$ cat config.mk
export PLATFORM = sky130hd
export DESIGN_NAME = decode_q
export DESIGN_NICKNAME = d
export VERILOG_FILES = /design/src/rtl/cpu_params_pkg.sv /design/src/rtl/cpu_structs_pkg.sv /design/src/rtl/dec_qbuf.sv /design/src/rtl/decode_core.sv /design/src/rtl/decode_q.sv
export SDC_FILE = /design/constraint.sdc
export NUM_CORES = 1
export LEC_CHECK = 0
export BUFFER_PORTS_ARGS = -buffer_cell sky130_fd_sc_hd__buf_2
export CAP_MARGIN = 20
export CORE_ASPECT_RATIO = 1.4
export CORE_MARGIN = 4
export CORE_UTILIZATION = 50
export DETAILED_ROUTE_END_ITERATION = 8
export MAX_ROUTING_LAYER = met4
export PLACE_DENSITY = 0.79
export SYNTH_ARGS = -nofsm -noshare
export SYNTH_HDL_FRONTEND = slang
export SYNTH_SLANG_ARGS = --single-unit
$ cat constraint.sdc
create_clock -name clk_in -period 5.02 [get_ports clk_in]
set_clock_uncertainty 0.2 [all_clocks]
set_input_delay 0.251 -clock clk_in [delete_from_list [all_inputs] [get_ports clk_in]]
set_output_delay 0.251 -clock clk_in [all_outputs]
set_load 0.05 [all_outputs]
$ cat src/rtl/cpu_params_pkg.sv
// CPU-wide numeric parameters shared by the pipeline stages.
package cpu_params_pkg;
  localparam int XLEN        = 32;
  localparam int DEC_Q_DEPTH = 2;
endpackage

$ cat src/rtl/cpu_structs_pkg.sv
// Stage-to-stage packet formats for the CPU pipeline.
package cpu_structs_pkg;
  typedef struct packed {
    logic [cpu_params_pkg::XLEN-1:0] pc;
    logic [31:0]                     instr;
  } FET_2_DEC;

  typedef struct packed {
    logic [cpu_params_pkg::XLEN-1:0] pc;
    logic [6:0]                      opcode;
    logic [4:0]                      rd;
    logic [2:0]                      funct3;
    logic [4:0]                      rs1;
    logic [4:0]                      rs2;
    logic [6:0]                      funct7;
    logic [31:0]                     imm;
  } DEC_2_EXE;
endpackage

$ cat src/rtl/dec_qbuf.sv
// Generic power-of-two circular buffer with push/pop/clear and occupancy.
// Read is combinational from the head slot; storage itself is never reset.
module dec_qbuf #(
  parameter type T         = logic [31:0],
  parameter int  DEPTH     = 2,
  localparam int PW        = $clog2(DEPTH),
  localparam int CW        = $clog2(DEPTH + 1)
) (
  input  logic          clk_i,
  input  logic          rst_i,
  input  logic          clr_i,
  input  logic          push_i,
  input  logic          pop_i,
  input  T              wr_data_i,
  output T              rd_data_o,
  output logic [CW-1:0] count_o,
  output logic [CW-1:0] count_next_o
);
  T              mem_q [DEPTH];
  logic [PW-1:0] wr_ptr_q, wr_ptr_d;
  logic [PW-1:0] rd_ptr_q, rd_ptr_d;
  logic [CW-1:0] count_q, count_d;

  always_comb begin
    wr_ptr_d = wr_ptr_q;
    rd_ptr_d = rd_ptr_q;
    count_d  = count_q;
    if (clr_i) begin
      wr_ptr_d = '0;
      rd_ptr_d = '0;
      count_d  = '0;
    end else begin
      if (push_i) wr_ptr_d = wr_ptr_q + PW'(1);
      if (pop_i)  rd_ptr_d = rd_ptr_q + PW'(1);
      if (push_i && !pop_i)      count_d = count_q + CW'(1);
      else if (pop_i && !push_i) count_d = count_q - CW'(1);
    end
  end

  always_ff @(posedge clk_i or posedge rst_i) begin
    if (rst_i) begin
      wr_ptr_q <= '0;
      rd_ptr_q <= '0;
      count_q  <= '0;
    end else begin
      wr_ptr_q <= wr_ptr_d;
      rd_ptr_q <= rd_ptr_d;
      count_q  <= count_d;
    end
  end

  always_ff @(posedge clk_i) begin
    if (push_i && !clr_i) mem_q[wr_ptr_q] <= wr_data_i;
  end

  assign rd_data_o    = mem_q[rd_ptr_q];
  assign count_o      = count_q;
  assign count_next_o = count_d;
endmodule

$ cat src/rtl/decode_core.sv
// Combinational instruction field decoder: splits the fetched word into
// register/opcode fields and a sign-extended I-type immediate.
module decode_core
  import cpu_structs_pkg::*;
(
  input  FET_2_DEC fet_i,
  output DEC_2_EXE dec_o
);
  always_comb begin
    dec_o        = '0;
    dec_o.pc     = fet_i.pc;
    dec_o.opcode = fet_i.instr[6:0];
    dec_o.rd     = fet_i.instr[11:7];
    dec_o.funct3 = fet_i.instr[14:12];
    dec_o.rs1    = fet_i.instr[19:15];
    dec_o.rs2    = fet_i.instr[24:20];
    dec_o.funct7 = fet_i.instr[31:25];
    dec_o.imm    = {{20{fet_i.instr[31]}}, fet_i.instr[31:20]};
  end
endmodule

$ cat src/rtl/decode_q.sv
// Decode stage with a DEPTH-entry result queue toward Execute. fet_rdy is
// derived from registered occupancy only, so it never depends on dec_rdy.
module decode_q
  import cpu_params_pkg::*;
  import cpu_structs_pkg::*;
#(
  parameter int  DEPTH  = DEC_Q_DEPTH,
  parameter int  AF_LVL = DEPTH - 1,
  localparam int CW     = $clog2(DEPTH + 1)
) (
  input  logic          clk_in,
  input  logic          reset_in,
  input  logic          cpu_halt,
  input  logic          pipe_flush,
  input  logic          fet_valid,
  output logic          fet_rdy,
  input  FET_2_DEC      fet_data,
  output logic          dec_valid,
  input  logic          dec_rdy,
  output DEC_2_EXE      dec_data,
  output logic [CW-1:0] occupancy,
  output logic          almost_full
);
  DEC_2_EXE      dec_in;
  DEC_2_EXE      head;
  logic [CW-1:0] count;
  logic [CW-1:0] count_next;
  logic          push;
  logic          pop;
  logic          almost_full_q;

  decode_core u_core (
    .fet_i (fet_data),
    .dec_o (dec_in)
  );

  dec_qbuf #(
    .T     (DEC_2_EXE),
    .DEPTH (DEPTH)
  ) u_buf (
    .clk_i        (clk_in),
    .rst_i        (reset_in),
    .clr_i        (pipe_flush),
    .push_i       (push),
    .pop_i        (pop),
    .wr_data_i    (dec_in),
    .rd_data_o    (head),
    .count_o      (count),
    .count_next_o (count_next)
  );

  // A full queue refuses input even when the head pops this cycle.
  assign fet_rdy   = !reset_in && !cpu_halt && !pipe_flush && (count != CW'(DEPTH));
  assign dec_valid = (count != '0) && !pipe_flush;
  assign push      = fet_valid && fet_rdy;
  assign pop       = dec_valid && dec_rdy;
  assign dec_data  = (count != '0) ? head : '0;
  assign occupancy = count;

  always_ff @(posedge clk_in or posedge reset_in) begin
    if (reset_in) almost_full_q <= 1'b0;
    else          almost_full_q <= (count_next >= CW'(AF_LVL));
  end

  assign almost_full = almost_full_q;
endmodule
## Word level (Yosys, flattened, before mapping)

Memory sizes are Yosys's and may differ from the RTL's.
Index checks and enable logic that the tools add are counted.

- Register bits after elaboration: 5
- Memory bits (writable): 192
- Input bits: 70
- Word-level logic and storage cells: 38
- Memories kept: 1

Memories:

| name | words | bits a word | rd ports | clocked after memory_dff | wr ports | RTL line | RTL |
|---|---|---|---|---|---|---|---|
| u_buf.mem_q | 2 | 96 | 1 | 0 | 1 | dec_qbuf.sv:19 | `T mem_q [DEPTH];` |

- $add $sub $neg: 4
- Magnitude comparators: 1
- Eq/ne operators: 1
- Muxes and demuxes: 10
- Reductions and logical operators: 17

Operator list:

| operator | count |
|---|---|
| 96-bit two-way mux | 1 |
| 1-bit logical AND | 9 |
| 1-bit two-way mux | 6 |
| 2-bit two-way mux | 3 |
| 2-bit nonzero test | 3 |
| 1-bit zero test | 5 |
| 1-bit adder (second input constant) | 2 |
| 2-bit by 1-bit adder with 2-bit output (second input constant) | 1 |
| 2-bit by 1-bit >= comparator with 1-bit output (second input constant) | 1 |
| 2-bit != test (second input constant) | 1 |
| 2-bit by 1-bit subtractor with 2-bit output (second input constant) | 1 |

## Logic depth before layout (Yosys ltp)

Gate-level depths: netlist (run 1).

- Word-level depth: 11
- Depth in mapped cells: 7

## Hierarchy

Synthesis (run 1) repeated with hierarchy kept, for this count alone.

- Cells, all modules: 530
- Area total of the unflattened synthesis: 8720.9 um^2

Modules (own cells, without submodules):

| module | times used | cells an instance | area each (um^2) | seq. area each (um^2) |
|---|---|---|---|---|
| dec_qbuf | 1 | 318 | 7245.7 | 5865.6 |
| decode_q | 1 | 116 | 754.5 | 25.0 |
| decode_core | 1 | 96 | 720.7 | 0.0 |

## Worst setup path after synthesis (run 1)

No wires, ideal clock.

- Kind: register to register
- Start: reg u_buf.count_q[0] (netlist: u_buf.count_o[0])
- End: mem u_buf.mem_q[0][32] in the netlist's numbering, enable pin
- Library setup time: 487 ps
- Arrival: 4563 ps
- Required time: 4333 ps
- Slack: -230 ps
- Cell stages (with the launch flop): 6
- Path buffers: 0
- Clock period less this slack: 5250 ps
- Cells stage by stage: dfrtp_1 > inv_1 > ha_1 > nor4_4 > nand2_4 > nor2_1

- Cells in the longest elaborated chain, start to end: 6

Ends and longest elaborated chain:

| element | RTL line | RTL |
|---|---|---|
| start: declaration | dec_qbuf.sv:22 | `logic [CW-1:0] count_q, count_d;` |
| start signal: assignment | dec_qbuf.sv:48 | `count_q <= count_d;` |
| 2-bit != test | decode_q.sv:53 | `assign fet_rdy = !reset_in && !cpu_halt && !pipe_flush && (count != CW'(DEPTH));` |
| 1-bit logical AND | decode_q.sv:53 |  |
| net fet_rdy | decode_q.sv:16 | `output logic fet_rdy,` |
| 1-bit logical AND | decode_q.sv:55 | `assign push = fet_valid && fet_rdy;` |
| 1-bit logical AND | dec_qbuf.sv:53 | `if (push_i && !clr_i) mem_q[wr_ptr_q] <= wr_data_i;` |
| 1-bit two-way mux | dec_qbuf.sv:53 |  |
| 1-bit two-way mux (implied by the code) | dec_qbuf.sv:53 |  |
| end: declaration | dec_qbuf.sv:19 |  |

The timed path passes the listed nets, and every way through them passes these cells.

==> results of run 1 <==
[metal layers]
layer  vias to the layer above  GRT usage (%)  wire (um)
li1                       1612              -          -
met1                      1628          20.43       4180
met2                       120          34.97       6691
met3                        10          4.582        648
met4                         0          7.454        159
met5                         -              -          0
[worst min-delay path, cell delays in order]
cell and delay (ns):
buf_2 0.10, nand2_4 0.10, xnor2_1 0.14, nor2_1 0.04
[final timing paths]
check / to / slack [ns]
max in group asynchronous: u_buf.rd_ptr_q / 4.28
worst min-delay path: u_buf.wr_ptr_q / 0.07
worst min register to register: u_buf.wr_ptr_q / 0.52
worst max-delay path: dec_data[27] / 1.69
min in group asynchronous: u_buf.count_o[0] / 0.13
worst max register to register: u_buf.mem_q[0][70] / 1.99
[repair_timing]
item	4_1_cts	5_1_grt
hold endpoints to repair	138	0
hold buffers	66	0
resized for setup	0	0
[cell usage after synthesis]
cell      number  area share, %
xnor2_1        4           0.65
a221o_1        1           0.19
dfrtp_1        5            2.3
nand2_4        1           0.21
mux2_1         1           0.21
nor2b_1        1           0.12
buf_2          8           0.75
mux2i_1       65             12
o311ai_0       1           0.16
nand3_1        1          0.093
clkbuf_1       7           0.49
edfxtp_1     128             72
nor4_4         1           0.40
inv_1          4           0.28
mux2_4         1           0.28
ha_1           2           0.47
a21oi_1        1          0.093
nor2_1        73            5.1
buf_4         32            4.5
[logic make-up (layout without fill, tap and decap cells)]
family	Yosys count	after routing	synth area share, %
adder cells (fa/ha/maj)	2	2	0.4660
XOR/XNOR	4	4	0.6525
flip-flops	133	133	73.92
AO/OA/AOI/OAI	3	3	0.4427
buffers and inverters	51	276	5.989
AND/OR/NAND/NOR	77	77	5.919
multiplexers	67	67	12.61
[power groups by stage]
stage	clock network, W	logic [W]	registers [W]
6_report	0.00116	0.00202	0.00127
5_1_grt	0.00123	0.00212	0.00127
4_1_cts	0.00117	0.00202	0.00127
3_5_place_dp	0	0.00198	0.00129
3_3_place_gp	0	0.00196	0.00129
2_1_floorplan	0	0.00166	0.00132
[state kept, by name, summed over array words and instances, names as in the netlist]
signal / flops
u_buf.rd_ptr_q: 1
u_buf.wr_ptr_q: 1
u_buf.count_o: 2
u_buf.mem_q: 128
almost_full: 1
[cells in the final DEF (no fill, tap or decap), types with 2 or more instances in the layout]
master / synthesis / routed
bufinv_16: 0 / 2
xnor2_1: 4 / 4
nor2_4: 0 / 2
clkinv_2: 0 / 4
buf_2: 8 / 170
edfxtp_1: 128 / 128
nor2_1: 73 / 71
clkinvlp_4: 0 / 3
clkbuf_16: 0 / 17
mux2i_1: 65 / 65
inv_1: 4 / 4
clkinv_1: 0 / 3
clkinv_4: 0 / 3
dlygate4sd3_1: 0 / 66
dfrtp_1: 5 / 4
buf_4: 32 / 4
[area by class of cell]
class | instances | share of cell area, %
sequential | 133 | 53.95
timing repair buffer | 240 | 20.93
multi-input combinational | 153 | 14.89
clock buffer | 17 | 5.777
tap | 138 | 2.345
clock inverter | 15 | 1.903
inverter | 4 | 0.2039
[per-stage QoR]
step | instances | cell area [um^2] | setup TNS, ns | hold slack [ns]
after floorplan | 337 | 5369 | -29.42 | -0.1705
after global placement | 602 | 6137 | 0 | -0.009167
after detailed placement | 602 | 6137 | 0 | 0.002046
after CTS | 700 | 7363 | 0 | 0.05695
after global routing | 700 | 7363 | 0 | 0.08330
final | 700 | 7363 | 0 | 0.07172
==> summary.md, run 1 <==
| Metric | Value |
|---|---|
| Post-CTS Setup Repair Bufs | `0` |
| Switch share | `45.26%` |
| Clock Tree Root | `clkbuf_16` |
| Layout Nets | `621` |
| RSZ-0062 raised after global routing | `no` |
| Core ar. | `10460 um^2` |
| Final setup margin | `1.685 ns` |
| DR iter-0 viols | `135` |
| WP buf/inv | `3` |
| Layout cells sized above 1 | `37.37%` |
| Overflow after GRT | `0` |
| Final Wtd Congestion | `0.7412` |
| Critical path class | `flip-flop to output port` |
| Antenna viol nets, final | `0` |
| Warnings from Yosys | `0` |
| Post-synthesis sequential area ratio | `73.92%` |
| Critical Path Max Stage Delay | `0.75 ns` |
| Arrival time at the worst endpoint | `2.88 ns` |
| Final min period | `3.335 ns` |
| Vias | `3370` |
| Combinational power share | `45.4%` |
| Status | `finished clean` |
| Hold path start | `fet_valid` |
| Hold WC Path Type | `input port to flip-flop` |
| Die width | `95.58 um` |
| Switching pwr | `0.002012 W` |
| Area occupied by multi-input gates | `1096 um^2` |
| Htree depth | `4` |
| Vias in the first global route | `3544` |
| Hold Crit Depth | `4` |
| Chip height | `130.6 um` |
| Final setup violation count | `0` |
| Seq. cell area | `3973 um^2` |
| CTS clock-pin slew for the worst setup and hold paths | `0.05 ns` |
| Max Freq | `0.2999 GHz` |
| Synth Cell Area | `5369 um^2` |
| Worst setup EP type | `output port` |
| R2r startpoint | `u_buf.count_o[0]` |
| Crit path max fanout | `34` |
| Post-DP HPWL | `6961 um` |
| Die area | `12480 um^2` |
| Slowest stage cell, crit path | `nor2_1` |
| Avg WL per Cell | `16.69 um` |
| Maximum root-to-sink buffer count | `2` |
| Syn avg cell area | `15.93 um^2` |
| # clock sinks | `133` |
| Crit path required time | `4.57 ns` |
| CP Cell Sequence | `inv_1 > ha_2 > buf_4 > nor2_1 > buf_2` |
| Internal | `0.002434 W` |
| Fin. Hold Viols | `0` |
| Pleak | `2.924 nW` |
| CP Depth | `5` |
| Vias per Instance | `4.814` |
| P&R area growth vs syn | `37.15%` |
| Family with the most delay on the worst path | `buffers and inverters` |
| Rel. slew slack | `28.25%` |
| VDD IR max | `418.2 uV` |
| Final WL | `11680 um` |
| Residual DRC count | `0` |
| Distinct cells, synth | `19` |
| Mapped Cells | `337` |
| Total Routing Usage GR | `19.47%` |
| Synth Register Bits | `133` |
| Startpoint type of the worst setup path | `flip-flop` |
| PortBufs | `170` |
| Largest net degree at the start of global routing | `65` |
| Post-layout util | `70.39%` |
| First-pass GRT wire length | `17370 um` |
| Clock Power Share | `26.1%` |
| Period utilisation layout | `66.43%` |
| Fillcell total | `694` |
| Maxcap violations | `0` |
| Num CTS Buffers | `17` |
| P per Cell Area | `603.9 nW/um^2` |
| Initial antenna violation count | `0` |
| Cells on worst reg2reg path | `6` |
| Tot Pwr | `0.004446 W` |
| Initial core utilization | `51.33%` |
| CTS tree | `built` |
| Flop pwr share | `28.5%` |
| Clock Latency Late Sink | `0.40 ns` |
| Detailed Routing Iterations Pass 1 | `5` |
| Antenna fix cells | `0` |
| Crit path from | `u_buf.count_o[0]` |
| I/O pin cnt | `171` |
| Worst slew pin tran | `1.076 ns` |
| Slew Viols, Final | `0` |
| Placement Setup Slack | `1.971 ns` |
| Post-Syn Nets | `409` |
| Core Rows | `44` |
(Power assumes the default switching activity.)
==> run 2, diff against run 1 <==
--- a/config.mk
+++ b/config.mk
@@ -9,10 +9,10 @@
 export CAP_MARGIN = 20
 export CORE_ASPECT_RATIO = 1.4
 export CORE_MARGIN = 4
-export CORE_UTILIZATION = 50
+export CORE_UTILIZATION = 46
 export DETAILED_ROUTE_END_ITERATION = 8
 export MAX_ROUTING_LAYER = met4
-export PLACE_DENSITY = 0.79
+export PLACE_DENSITY = 0.76
 export SYNTH_ARGS = -nofsm -noshare
 export SYNTH_HDL_FRONTEND = slang
 export SYNTH_SLANG_ARGS = --single-unit
==> constraint.sdc (replaced) <==
create_clock -name clk_in -period 2.9 [get_ports clk_in]
set_clock_uncertainty 0.2 [all_clocks]
set_input_delay 0.145 -clock clk_in [delete_from_list [all_inputs] [get_ports clk_in]]
set_output_delay 0.145 -clock clk_in [all_outputs]
set_load 0.05 [all_outputs]
==> summary.md, run 2 (synthesized netlist as in run 1, its figures left out) <==
| Metric | Value |
|---|---|
| Crit path max fanout | `22` |
| Fillcell total | `815` |
| Post-DP HPWL | `7034 um` |
| Avg WL per Cell | `16.16 um` |
| Setup TNS | `0 ns` |
| Layout Nets | `627` |
| Seq. cell area | `3975 um^2` |
| I/O pin cnt | `171` |
| Commonest non-fill, non-tap cell in the layout | `buf_2` |
| Startpoint type of the worst setup path | `flip-flop` |
| Hold WC Path Type | `input port to asynchronous set/reset pin` |
| Family with the most delay on the worst path | `buffers and inverters` |
| DR iter-0 viols | `131` |
| Die area | `13490 um^2` |
| Detailed Routing Iterations Pass 1 | `4` |
| Critical Path Max Stage Delay | `0.50 ns` |
| Core ar. | `11400 um^2` |
| Overflow after GRT | `0` |
| Layout cells sized above 1 | `38.56%` |
| Arrival time at the worst endpoint | `2.19 ns` |
| Max FFs per register | `128` |
| Residual DRC count | `0` |
| Antenna viol nets, final | `0` |
| Reg-to-reg slack, setup | `0.67 ns` |
| Largest register by flop count | `u_buf.mem_q` |
| Status | `finished clean` |
| Final min period | `2.531 ns` |
| Internal | `0.004424 W` |
| Worst setup EP type | `output port` |
| First-pass GRT wire length | `17570 um` |
| VDD IR max | `703.4 uV` |
| Final WL | `11540 um` |
| Critical path class | `flip-flop to output port` |
| R2r startpoint | `u_buf.count_o[0]` |
| Core Rows | `46` |
| Final setup violation count | `0` |
| Flop pwr share | `28.1%` |
| Post-CTS Setup Repair Bufs | `0` |
| Vias | `3418` |
| Period utilisation layout | `87.27%` |
| Post-layout util | `65.74%` |
| Area occupied by multi-input gates | `1101 um^2` |
| P&R area growth vs syn | `39.55%` |
| P per Cell Area | `1057 nW/um^2` |
| Switch share | `44.13%` |
| Clock Power Share | `27.5%` |
| Htree depth | `4` |
| Initial core utilization | `47.11%` |
| Combinational power share | `44.3%` |
| Maxcap violations | `0` |
| CP Depth | `5` |
| Slowest stage cell, crit path | `nor2_2` |
| Max Freq | `0.3951 GHz` |
| Fin. Hold Viols | `0` |
| Crit path required time | `2.56 ns` |
| Clock Latency Late Sink | `0.40 ns` |
| FF-to-FF End | `u_buf.mem_q[0][54]` |
| CP Cell Sequence | `inv_2 > ha_2 > buf_4 > nor2_2 > buf_2` |
| Slew Viols, Final | `0` |
| CTS clock-pin slew for the worst setup and hold paths | `0.05 ns` |
| Cells on worst reg2reg path | `6` |
| Initial antenna violation count | `0` |
| Vias in the first global route | `3500` |
| Maximum root-to-sink buffer count | `2` |
| CTS tree | `built` |
| Vias per Instance | `4.787` |
| Total Routing Usage GR | `17.67%` |
| Die width | `99.31 um` |
| Final Wtd Congestion | `0.7358` |
| Switching pwr | `0.003494 W` |
| Clock Tree Root | `clkbuf_16` |
| Pleak | `2.968 nW` |
| Chip height | `135.8 um` |
| Largest net degree at the start of global routing | `40` |
| PortBufs | `170` |
| RSZ-0062 raised after global routing | `no` |
| Worst slew pin tran | `0.6320 ns` |
| Resize count post-CTS | `0` |
| WP buf/inv | `3` |
| Commonest cells after routing, fill and taps aside | `buf_2, edfxtp_1, nor2_1` |
| # clock sinks | `133` |
| Num CTS Buffers | `17` |
| Rel. slew slack | `57.78%` |
[run 2: what timing repair did]
action	CTS	global route
hold buffers	67	0
hold endpoints to repair	138	0
setup endpoints to repair	0	0
[run 2: routing by layer]
metal / GRT usage, % / wire length (um) / vias to the layer above
met2: 29.37 / 6262 / 139
met4: 9.947 / 282 / 0
li1: - / - / 1625
met1: 19.63 / 4325 / 1632
met5: - / 0 / -
met3: 3.901 / 666 / 22
[run 2: power by group through the flow]
stage | Clock, W | Combinational [W] | Sequential [W]
6_report | 0.00218 | 0.00351 | 0.00223
3_5_place_dp | 0 | 0.00344 | 0.00227
4_1_cts | 0.00223 | 0.00352 | 0.00223
2_1_floorplan | 0 | 0.00287 | 0.00228
5_1_grt | 0.00231 | 0.00367 | 0.00224
3_3_place_gp | 0 | 0.00340 | 0.00226
[run 2: how the worst max path moves through the flow]
stage                      from                 end  slack, ns
5_1_grt        u_buf.count_o[0]        dec_data[15]       0.18
3_5_place_dp   u_buf.count_o[0]  u_buf.mem_q[0][53]       0.66
2_1_floorplan  u_buf.count_o[0]  u_buf.mem_q[0][32]      -0.44
6_report       u_buf.count_o[0]        dec_data[14]       0.37
3_3_place_gp   u_buf.count_o[0]  u_buf.mem_q[0][42]       0.74
4_1_cts        u_buf.count_o[0]        dec_data[14]       0.34
[run 2: through the flow]
step / area [um^2] / hold slack, ns / total power [W] / setup slack, ns / cells
after floorplan: 5391 / -0.2766 / 0.005156 / -0.4374 / 337
after global placement: 6202 / -0.1104 / 0.005669 / 0.7403 / 613
after detailed placement: 6202 / -0.1061 / 0.005705 / 0.6569 / 613
after CTS: 7487 / 0.003916 / 0.007972 / 0.3372 / 712
after global routing: 7487 / 0.03543 / 0.008220 / 0.1832 / 712
final: 7492 / 0.01932 / 0.007918 / 0.3690 / 714
[run 2: area by class of cell]
| type | count | share of cell area (%) |
|---|---|---|
| Sequential cell | 133 | 53.06 |
| Timing Repair Buffer | 246 | 21.38 |
| Multi-Input combinational cell | 153 | 14.70 |
| Clock buffer | 19 | 5.778 |
| Clock inverter | 13 | 2.422 |
| Tap cell | 144 | 2.405 |
| Inverter | 4 | 0.2004 |
| Antenna cell | 2 | 0.06680 |
[run 2: tightest hold or removal path, delay by kind of cell]
kind / cells / cell delay, ns
buffers and inverters: 3 / 0.85
==> run 3, diff against run 2 <==
--- a/config.mk
+++ b/config.mk
@@ -9,10 +9,11 @@
 export CAP_MARGIN = 20
 export CORE_ASPECT_RATIO = 1.4
 export CORE_MARGIN = 4
-export CORE_UTILIZATION = 46
+export CORE_UTILIZATION = 50
 export DETAILED_ROUTE_END_ITERATION = 8
 export MAX_ROUTING_LAYER = met4
 export PLACE_DENSITY = 0.76
 export SYNTH_ARGS = -nofsm -noshare
 export SYNTH_HDL_FRONTEND = slang
+export SYNTH_HIERARCHICAL = 1
 export SYNTH_SLANG_ARGS = --single-unit
==> summary.md, run 3 <==
| Metric | Value |
|---|---|
| Largest net degree at the start of global routing | `98` |
| Maxcap violations | `0` |
| CP Cell Sequence | `buf_12 > mux2_2 > nor2b_1 > buf_2` |
| CTS clock-pin slew for the worst setup and hold paths | `0.07 ns` |
| Max FFs per register | `192` |
| CTS tree | `built` |
| Clock Latency Late Sink | `0.42 ns` |
| Worst slew pin tran | `0.6121 ns` |
| Post-DP HPWL | `9086 um` |
| FF-to-FF End | `u_buf/mem_q[0][35]` |
| Arrival time at the worst endpoint | `2.26 ns` |
| Max Freq | `0.3843 GHz` |
| Residual DRC count | `0` |
| I/O pin cnt | `171` |
| GRT met1 Usage | `17.00%` |
| Met3 Track Usage GR | `4.444%` |
| Commonest non-fill, non-tap cell in the layout | `edfxtp_1` |
| R2r startpoint | `u_buf/count_o[0]` |
| Fillcell total | `1275` |
| Num CTS Buffers | `17` |
| Warnings from Yosys | `6` |
| Worst setup path end | `dec_data[78]` |
| Avg WL per Cell | `16.09 um` |
| Reg-to-reg slack, setup | `0.54 ns` |
| Post-route cell area | `10440 um^2` |
| Final min period | `2.602 ns` |
| Overflow after GRT | `0` |
| Slew Viols, Final | `0` |
| Slowest stage cell, crit path | `dfrtp_4` |
| Cell taking the most area after synthesis | `edfxtp_1` |
| Synth area leaders | `edfxtp_1, mux2_2, buf_4` |
| DR iter-0 viols | `255` |
| Commonest cells after routing, fill and taps aside | `edfxtp_1, buf_2, nor2b_1` |
| Hold WS | `0.02328 ns` |
| Antenna viol nets, final | `0` |
| First-pass GRT wire length | `23410 um` |
| Clock Tree Root | `clkbuf_16` |
| Layout Nets | `746` |
| Crit path max fanout | `36` |
| Tot Pwr | `0.006306 W` |
| Post-Layout Cell Count | `922` |
| Cells on worst reg2reg path | `4` |
| Syn avg cell area | `16.45 um^2` |
| Initial core utilization | `51.43%` |
| Initial antenna violation count | `1` |
| Final Wtd Congestion | `0.7077` |
| Mapped Cells | `530` |
| Synth Cell Area | `8721 um^2` |
| Busiest grt layer | `met2` |
| Post-layout util | `61.57%` |
| Crit path required time | `2.56 ns` |
| GR Util met2 | `28.83%` |
| Crit path from | `u_buf/rd_ptr_q` |
| Period utilisation layout | `89.72%` |
| Vias | `4357` |
| Die area | `19650 um^2` |
| Post-Syn Nets | `600` |
| Largest register by flop count | `u_buf/mem_q` |
| Post-synth EDFFs | `192` |
| Top FF cell, synth | `edfxtp_1` |
| Maximum root-to-sink buffer count | `2` |
| Final WL | `14840 um` |
| Startpoint type of the worst setup path | `flip-flop` |
| Pleak | `3.918 nW` |
| P per Cell Area | `604.1 nW/um^2` |
| Rel. slew slack | `59.11%` |
| VDD IR max | `334.7 uV` |
| Critical Path Max Stage Delay | `0.73 ns` |
| Placed cells | `822` |
| Core Rows | `56` |
| Placement Cell Area | `9163 um^2` |
| Area share of the largest cell type after synthesis | `66.11%` |
| PortBufs | `170` |
| Fin. Hold Viols | `0` |
| Status | `finished clean` |
| Post-CTS Hold Buffers | `67` |
| Layout cells sized above 1 | `45.14%` |
| Top-count cell post-synth | `edfxtp_1` |
| RSZ-0062 raised after global routing | `no` |
| Resize count post-CTS | `0` |
| Hold WC Path Type | `input port to flip-flop` |
| Vias per Instance | `4.726` |
| Critical path class | `flip-flop to output port` |
| Worst setup EP type | `output port` |
| Vias in the first global route | `4737` |
| Commonest cells post-synth | `edfxtp_1, buf_4, nor2b_1` |
| Final setup violation count | `0` |
| Chip height | `164.3 um` |
| Total Routing Usage GR | `16.03%` |
| Detailed Routing Iterations Pass 1 | `4` |
| Synth Register Bits | `197` |
| Core ar. | `16960 um^2` |
| # clock sinks | `197` |
| Post-CTS Setup Repair Bufs | `0` |
| P&R area growth vs syn | `19.71%` |
| Die width | `119.6 um` |
| Distinct cells, synth | `21` |
| Htree depth | `4` |
| Post-synthesis sequential area ratio | `67.55%` |
| FFs w/ async S/R, synth | `2.538%` |
[run 3: critical path, delay by kind of cell, from the launching register on]
family                 cells  cell delay (ns)
muxes                      1             0.37
and+or+nand+nor            1             0.13
buffers and inverters      2             0.55
DFF                        1             0.73
[run 3: layout make-up]
cell class / count / area (um^2) / share of cell area [%]
antenna: 1 / 2.502 / 0.02397
clock buffer: 17 / 425.4 / 4.075
clock inverter: 15 / 178.9 / 1.714
inverter: 2 / 7.507 / 0.07191
multi-input combinational: 214 / 1977 / 18.94
sequential: 197 / 5897 / 56.48
tap: 232 / 290.3 / 2.780
timing repair buffer: 244 / 1662 / 15.92
[run 3: routing by layer]
metal / wire, um / part of all wire [%]
met1: 5835 / 39
met2: 8045 / 54
met5: 0 / 0
met4: 209 / 1.4
met3: 745 / 5.0
[run 3: worst min path at each step]
| stage | startpoint | endpoint | slack (ns) | cells past startpoint |
|---|---|---|---|---|
| after CTS | dec_rdy | u_buf/rd_ptr_q | 0.0007 | 4 |
| after detailed placement | reset_in | almost_full | -0.19 | 2 |
| after global routing | dec_rdy | u_buf/rd_ptr_q | 0.04 | 4 |
| final | dec_rdy | u_buf/rd_ptr_q | 0.02 | 4 |
| after global placement | reset_in | almost_full | -0.19 | 2 |
| after floorplan | reset_in | almost_full | -0.33 | 1 |
[run 3: stage by stage]
| stage | worst slack, ns | TNS [ns] |
|---|---|---|
| CTS | 0.2560 | 0 |
| global placement | 0.6254 | 0 |
| finish | 0.2981 | 0 |
| detailed placement | 0.5406 | 0 |
| floorplan | -1.431 | -157.22 |
| global route | 0.1950 | 0 |
[run 3: cell families (layout without fill, tap and decap cells)]
kind of cell / after synthesis / in the layout / share of synthesized area (%)
flops: 197 / 197 / 67.55
mux: 96 / 96 / 13.69
buf+inv: 119 / 278 / 10.13
compound gates: 1 / 1 / 0.05733
xor+xnor: 4 / 4 / 0.4018
simple gates: 113 / 113 / 8.178
other cells: 0 / 1 / 0
[run 3: where the power goes]
part           leakage (nW)  total, W  switching [W]  internal [W]
clock network         0.290   0.00236       0.000999       0.00137
logic                  1.84  0.000780       0.000523      0.000257
registers              1.79   0.00316      0.0000162       0.00315
total                  3.92   0.00631        0.00154       0.00477
